--- config.mk ---
export PLATFORM = sky130hd
export DESIGN_NAME = mul_fu_ctrl
export DESIGN_NICKNAME = d
export VERILOG_FILES = /design/src/rtl/mul_fu_ctrl.sv
export SDC_FILE = /design/constraint.sdc
export NUM_CORES = 1
export LEC_CHECK = 0
export ABC_AREA = 1
export CORE_ASPECT_RATIO = 1.2
export CORE_UTILIZATION = 25
export CTS_CLUSTER_DIAMETER = 120
export DETAILED_ROUTE_END_ITERATION = 6
export PLACE_DENSITY = 0.59
export SYNTH_ARGS = -nofsm -noshare
export SYNTH_HDL_FRONTEND = slang
export SYNTH_SLANG_ARGS = --single-unit
--- constraint.sdc ---
create_clock -name clk -period 12.9 [get_ports clk]
set_input_delay 3.225 -clock clk [delete_from_list [all_inputs] [get_ports clk]]
set_output_delay 3.225 -clock clk [all_outputs]
set_load 0.1 [all_outputs]
--- src/rtl/mul_fu_ctrl.sv ---
// Multiplier functional-unit controller.
// Arbitrates two reservation-station requesters round-robin onto a shared
// combinational 32x32 multiplier. It carries each operation through a
// LAT-stage pipeline (stage 1 operands, stage 2 product, then shift stages)
// and presents the finished product on the common data bus with backpressure.
module mul_fu_ctrl #(
   parameter int TAG_W = 4,
   parameter int LAT   = 3
) (
   input  logic             clk,
   input  logic             reset,
   input  logic             rs0_req,
   input  logic [TAG_W-1:0] rs0_tag,
   input  logic [31:0]      rs0_a,
   input  logic [31:0]      rs0_b,
   input  logic             rs1_req,
   input  logic [TAG_W-1:0] rs1_tag,
   input  logic [31:0]      rs1_a,
   input  logic [31:0]      rs1_b,
   output logic             rs0_gnt,
   output logic             rs1_gnt,
   output logic [31:0]      mul_a,
   output logic [31:0]      mul_b,
   input  logic [63:0]      mul_p,
   input  logic             flush,
   output logic             cdb_req,
   output logic [TAG_W-1:0] cdb_tag,
   output logic [63:0]      cdb_data,
   input  logic             cdb_gnt,
   output logic             busy
);

   // Per-stage state; index k is pipeline stage k (stage LAT faces the CDB).
   logic             r_vld  [1:LAT];
   logic [TAG_W-1:0] r_tag  [1:LAT];
   logic [63:0]      r_prod [2:LAT];
   logic [31:0]      r_a_p1;
   logic [31:0]      r_b_p1;
   // Round-robin pointer: 0 favours rs0, 1 favours rs1.
   logic             r_ptr;

   logic w_stall;
   logic w_issue_ok;
   logic w_gnt0;
   logic w_gnt1;
   logic w_busy;

   // Stall, issue permission and round-robin grant selection.
   always_comb begin
      w_stall    = r_vld[LAT] & ~cdb_gnt;
      w_issue_ok = ~reset & ~flush & ~w_stall;
      w_gnt0     = w_issue_ok & rs0_req & (~rs1_req | ~r_ptr);
      w_gnt1     = w_issue_ok & rs1_req & (~rs0_req |  r_ptr);
   end

   // Busy whenever any stage carries a valid operation.
   always_comb begin
      w_busy = 1'b0;
      for (int k = 1; k <= LAT; k++) begin
         w_busy = w_busy | r_vld[k];
      end
   end

   assign rs0_gnt  = w_gnt0;
   assign rs1_gnt  = w_gnt1;
   assign mul_a    = r_a_p1;
   assign mul_b    = r_b_p1;
   assign cdb_req  = r_vld[LAT];
   assign cdb_tag  = r_tag[LAT];
   assign cdb_data = r_prod[LAT];
   assign busy     = w_busy;

   // Pipeline advance, flush/reset clearing and pointer update.
   always_ff @(posedge clk) begin
      if (reset) begin
         r_ptr  <= 1'b0;
         r_a_p1 <= '0;
         r_b_p1 <= '0;
         for (int k = 1; k <= LAT; k++) begin
            r_vld[k] <= 1'b0;
            r_tag[k] <= '0;
         end
         for (int k = 2; k <= LAT; k++) begin
            r_prod[k] <= '0;
         end
      end else begin
         // Grants are already suppressed under flush/stall, so the pointer
         // only moves when an operation is actually accepted.
         if (w_gnt0) begin
            r_ptr <= 1'b1;
         end else if (w_gnt1) begin
            r_ptr <= 1'b0;
         end

         if (flush) begin
            // A transfer accepted this cycle is complete; everything else is dropped.
            for (int k = 1; k <= LAT; k++) begin
               r_vld[k] <= 1'b0;
            end
         end else if (!w_stall) begin
            // Stage 1: operands of the granted requester (held when idle).
            r_vld[1] <= w_gnt0 | w_gnt1;
            if (w_gnt0) begin
               r_tag[1] <= rs0_tag;
               r_a_p1   <= rs0_a;
               r_b_p1   <= rs0_b;
            end else if (w_gnt1) begin
               r_tag[1] <= rs1_tag;
               r_a_p1   <= rs1_a;
               r_b_p1   <= rs1_b;
            end

            // Stage 2: capture the multiplier product of stage 1 operands.
            r_vld[2]  <= r_vld[1];
            r_tag[2]  <= r_tag[1];
            r_prod[2] <= mul_p;

            // Stages 3..LAT: shift the product toward the CDB.
            for (int k = 3; k <= LAT; k++) begin
               r_vld[k]  <= r_vld[k-1];
               r_tag[k]  <= r_tag[k-1];
               r_prod[k] <= r_prod[k-1];
            end
         end
      end
   end

endmodule

==> flow_summary.json <==
{
  "status": "completed",
  "root_buffer": "clkbuf_16",
  "clkPwrFrac_pct": 36.6,
  "grt_pass1_vias": 7474,
  "nFillCells": 3916,
  "switching_share_pct": 31.9,
  "tightest_slew_ns": 1.17,
  "p_seq_share_pct": 39.8,
  "hp-class": "flip-flop to flip-flop",
  "place.gp.congestion": 0.815,
  "finalCritPeriodShare_pct": 71.9,
  "synth_async_sr_flop_share_pct": 0,
  "cts_setup_buffers": 0,
  "drc": 0,
  "ys_ff_latch": 208,
  "setup_viol": 0,
  "hold_viol": 0,
  "drt_first_pass_iters": 4,
  "cts_made_buffers": 24,
  "die-area_um2": 39900,
  "fmax_mhz": 108,
  "start_util_pct": 25.6,
  "grt_usage_pct": 12.9,
  "ys_warn_count": 0,
  "syn-num-nets": 1367,
  "critical_path.max_stage_delay_ns": 1.19,
  "arrival_ns": 6.06,
  "ctsLongestPathBuffers": 3,
  "ant_nets": 0,
  "cp-start-kind": "primary input",
  "grt_max_degree": 122,
  "fin_crit_ns": 9.28,
  "syn_area_um2": 9770,
  "drive_gt1_share_pct": 4.07,
  "synth_top_cell_area_share_pct": 44.0,
  "fp.dieW_um": 182,
  "cts_tree": "built",
  "vias_per_cell": 3.97,
  "critical_path.slowest_cell": "clkdlybuf4s50_1",
  "clkLatencyLatePin_ns": 0.52,
  "grt_pass1_wl_mm": 40.2,
  "grt.overflow.total": 0,
  "die_y_um": 219,
  "power.total_mw": 1.96,
  "p_int_mw": 1.33,
  "antenna_cells": 0,
  "path_cells": "clkdlybuf4s50_1, nor2_4, nand2_8, nor2_4, clkdlybuf4s50_1",
  "switchingPower_mw": 0.623,
  "finalSetupTns_ns": 0,
  "yosys-top-cells-area": "edfxtp_1 44%, dfxtp_1 13%, nor2_1 10%",
  "slew_violations": 0,
  "wire_per_inst_um": 13.4,
  "nNetsFinal": 1612,
  "hold_buffers": 0,
  "syn2layout_area_growth_pct": 42.3,
  "io_buffers": 341,
  "ir_drop_uv": 86.4,
  "synth_seq_area_share_pct": 57.3,
  "path_class": "primary input to output pin",
  "synth-edff-count": 143,
  "clkTransAtPathRegs_ns": 0.06,
  "final_common_cell": "clkdlybuf4s50_1",
  "vias": 7712,
  "rows": 78,
  "place_ws_ns": 3.56,
  "drv_cap": 0,
  "p_comb_share_pct": 23.6,
  "cp_max_fo": 121,
  "hpwl_mm": 18.3,
  "final.setup_skew_ns": 0.0159,
  "coreArea_um2": 38200,
  "postLayoutCoreUtil_pct": 36.4,
  "cts_resized": 0,
  "crit_required_ns": 9.68,
  "ys.flop_type": "edfxtp_1",
  "leakagePower_nw": 5.92,
  "antenna_found_initial": 1,
  "final_cell_mix": "340 x clkdlybuf4s50_1, 268 x nor2_1, 208 x inv_1",
  "slew_headroom_pct": 21.9,
  "cp-end-kind": "output pin",
  "synthCells": 1161,
  "cts.sinks": 208,
  "first_iter_violations": 316,
  "ys_types": 19,
  "wirelength_mm": 26.0,
  "synth_top_cell_by_area": "edfxtp_1",
  "htree_levels": 1,
  "rsz0062_at_grt": "no",
  "p_per_area_nw_per_um2": 141,
  "syn_avg_cell_area_um2": 8.41,
  "ios": 342,
  "finalWorstSetupSlack_ns": 3.62
}
[logic make-up (layout without fill, tap and decap cells)]
| group | after synthesis | after routing | synth area share, % |
|---|---|---|---|
| simple gates | 541 | 541 | 22.1 |
| buf+inv | 341 | 604 | 16.8 |
| flops | 208 | 208 | 57.3 |
| compound gates | 71 | 71 | 3.79 |
[through the flow]
stage / cell area [um2] / instances / hold WS, ns
2_1_floorplan: 9770 / 1161 / 0.447
3_3_place_gp: 13100 / 1900 / 0.472
3_5_place_dp: 13100 / 1900 / 0.479
4_1_cts: 13900 / 1944 / 0.491
5_1_grt: 13900 / 1944 / 0.529
6_report: 13900 / 1944 / 0.487
[sequential cells by signal, indices dropped and copies added, names as in the netlist]
signal / cells
mul_a: 32
r_prod: 128
r_ptr: 1
r_tag: 12
mul_b: 32
r_vld: 3
[worst max-delay path, delay by kind of cell]
| family | cells | cell delay, ns |
|---|---|---|
| buffers and inverters | 2 | 1.78 |
| AND/OR/NAND/NOR | 3 | 1.03 |
[metal layers]
metal  track usage (%)  part of all wire (%)  vias to the layer above  wire, um
li1                  -                     -                     3947         -
met1              15.9                    43                     3423     11100
met2              21.0                    46                      297     11800
met3              3.78                   8.0                       43      2080
met4              5.57                   3.6                        2       933
met5                 0                 0.065                        -        17
[Yosys cell counts, types with 2 or more instances]
| cell type | number |
|---|---|
| nor2_4 | 3 |
| a22o_1 | 4 |
| buf_1 | 2 |
| nand2_1 | 202 |
| buf_2 | 34 |
| buf_4 | 68 |
| nand3_1 | 65 |
| edfxtp_1 | 143 |
| o21ai_0 | 65 |
| clkbuf_1 | 19 |
| nor2_1 | 268 |
| inv_1 | 209 |
| a21oi_1 | 2 |
| buf_6 | 8 |
| dfxtp_1 | 65 |
[area by class of cell]
type                            count  area [um2]  area share (%)
Clock buffer                       28         637            4.58
Clock inverter                     16         189            1.36
Inverter                          209         785            5.64
Multi-Input combinational cell    612        2560            18.4
Sequential cell                   208        5600            40.3
Tap cell                          520         651            4.68
Timing Repair Buffer              351        3490            25.1
[worst paths after layout]
check | from | endpoint | slack, ns | cells after the start
setup / recovery | reset | rs1_gnt | 3.62 | 5
hold / removal | r_ptr$_SDFFE_PP0P_ | r_ptr$_SDFFE_PP0P_ | 0.49 | 2
setup reg to reg | r_vld[0][3]$_DFFE_PP_ | r_tag[0][6]$_DFFE_PP_ | 9.94 | 7
hold reg to reg | r_ptr$_SDFFE_PP0P_ | r_ptr$_SDFFE_PP0P_ | 0.49 | 2
[power groups by stage]
stage	sequential, mW	clock, mW	combinational (mW)
6_report	0.779	0.715	0.461
5_1_grt	0.784	0.767	0.488
4_1_cts	0.779	0.743	0.466
3_5_place_dp	0.793	0	0.464
3_3_place_gp	0.791	0	0.464
2_1_floorplan	0.905	0	0.224
Power figures use the tool's default switching activity.
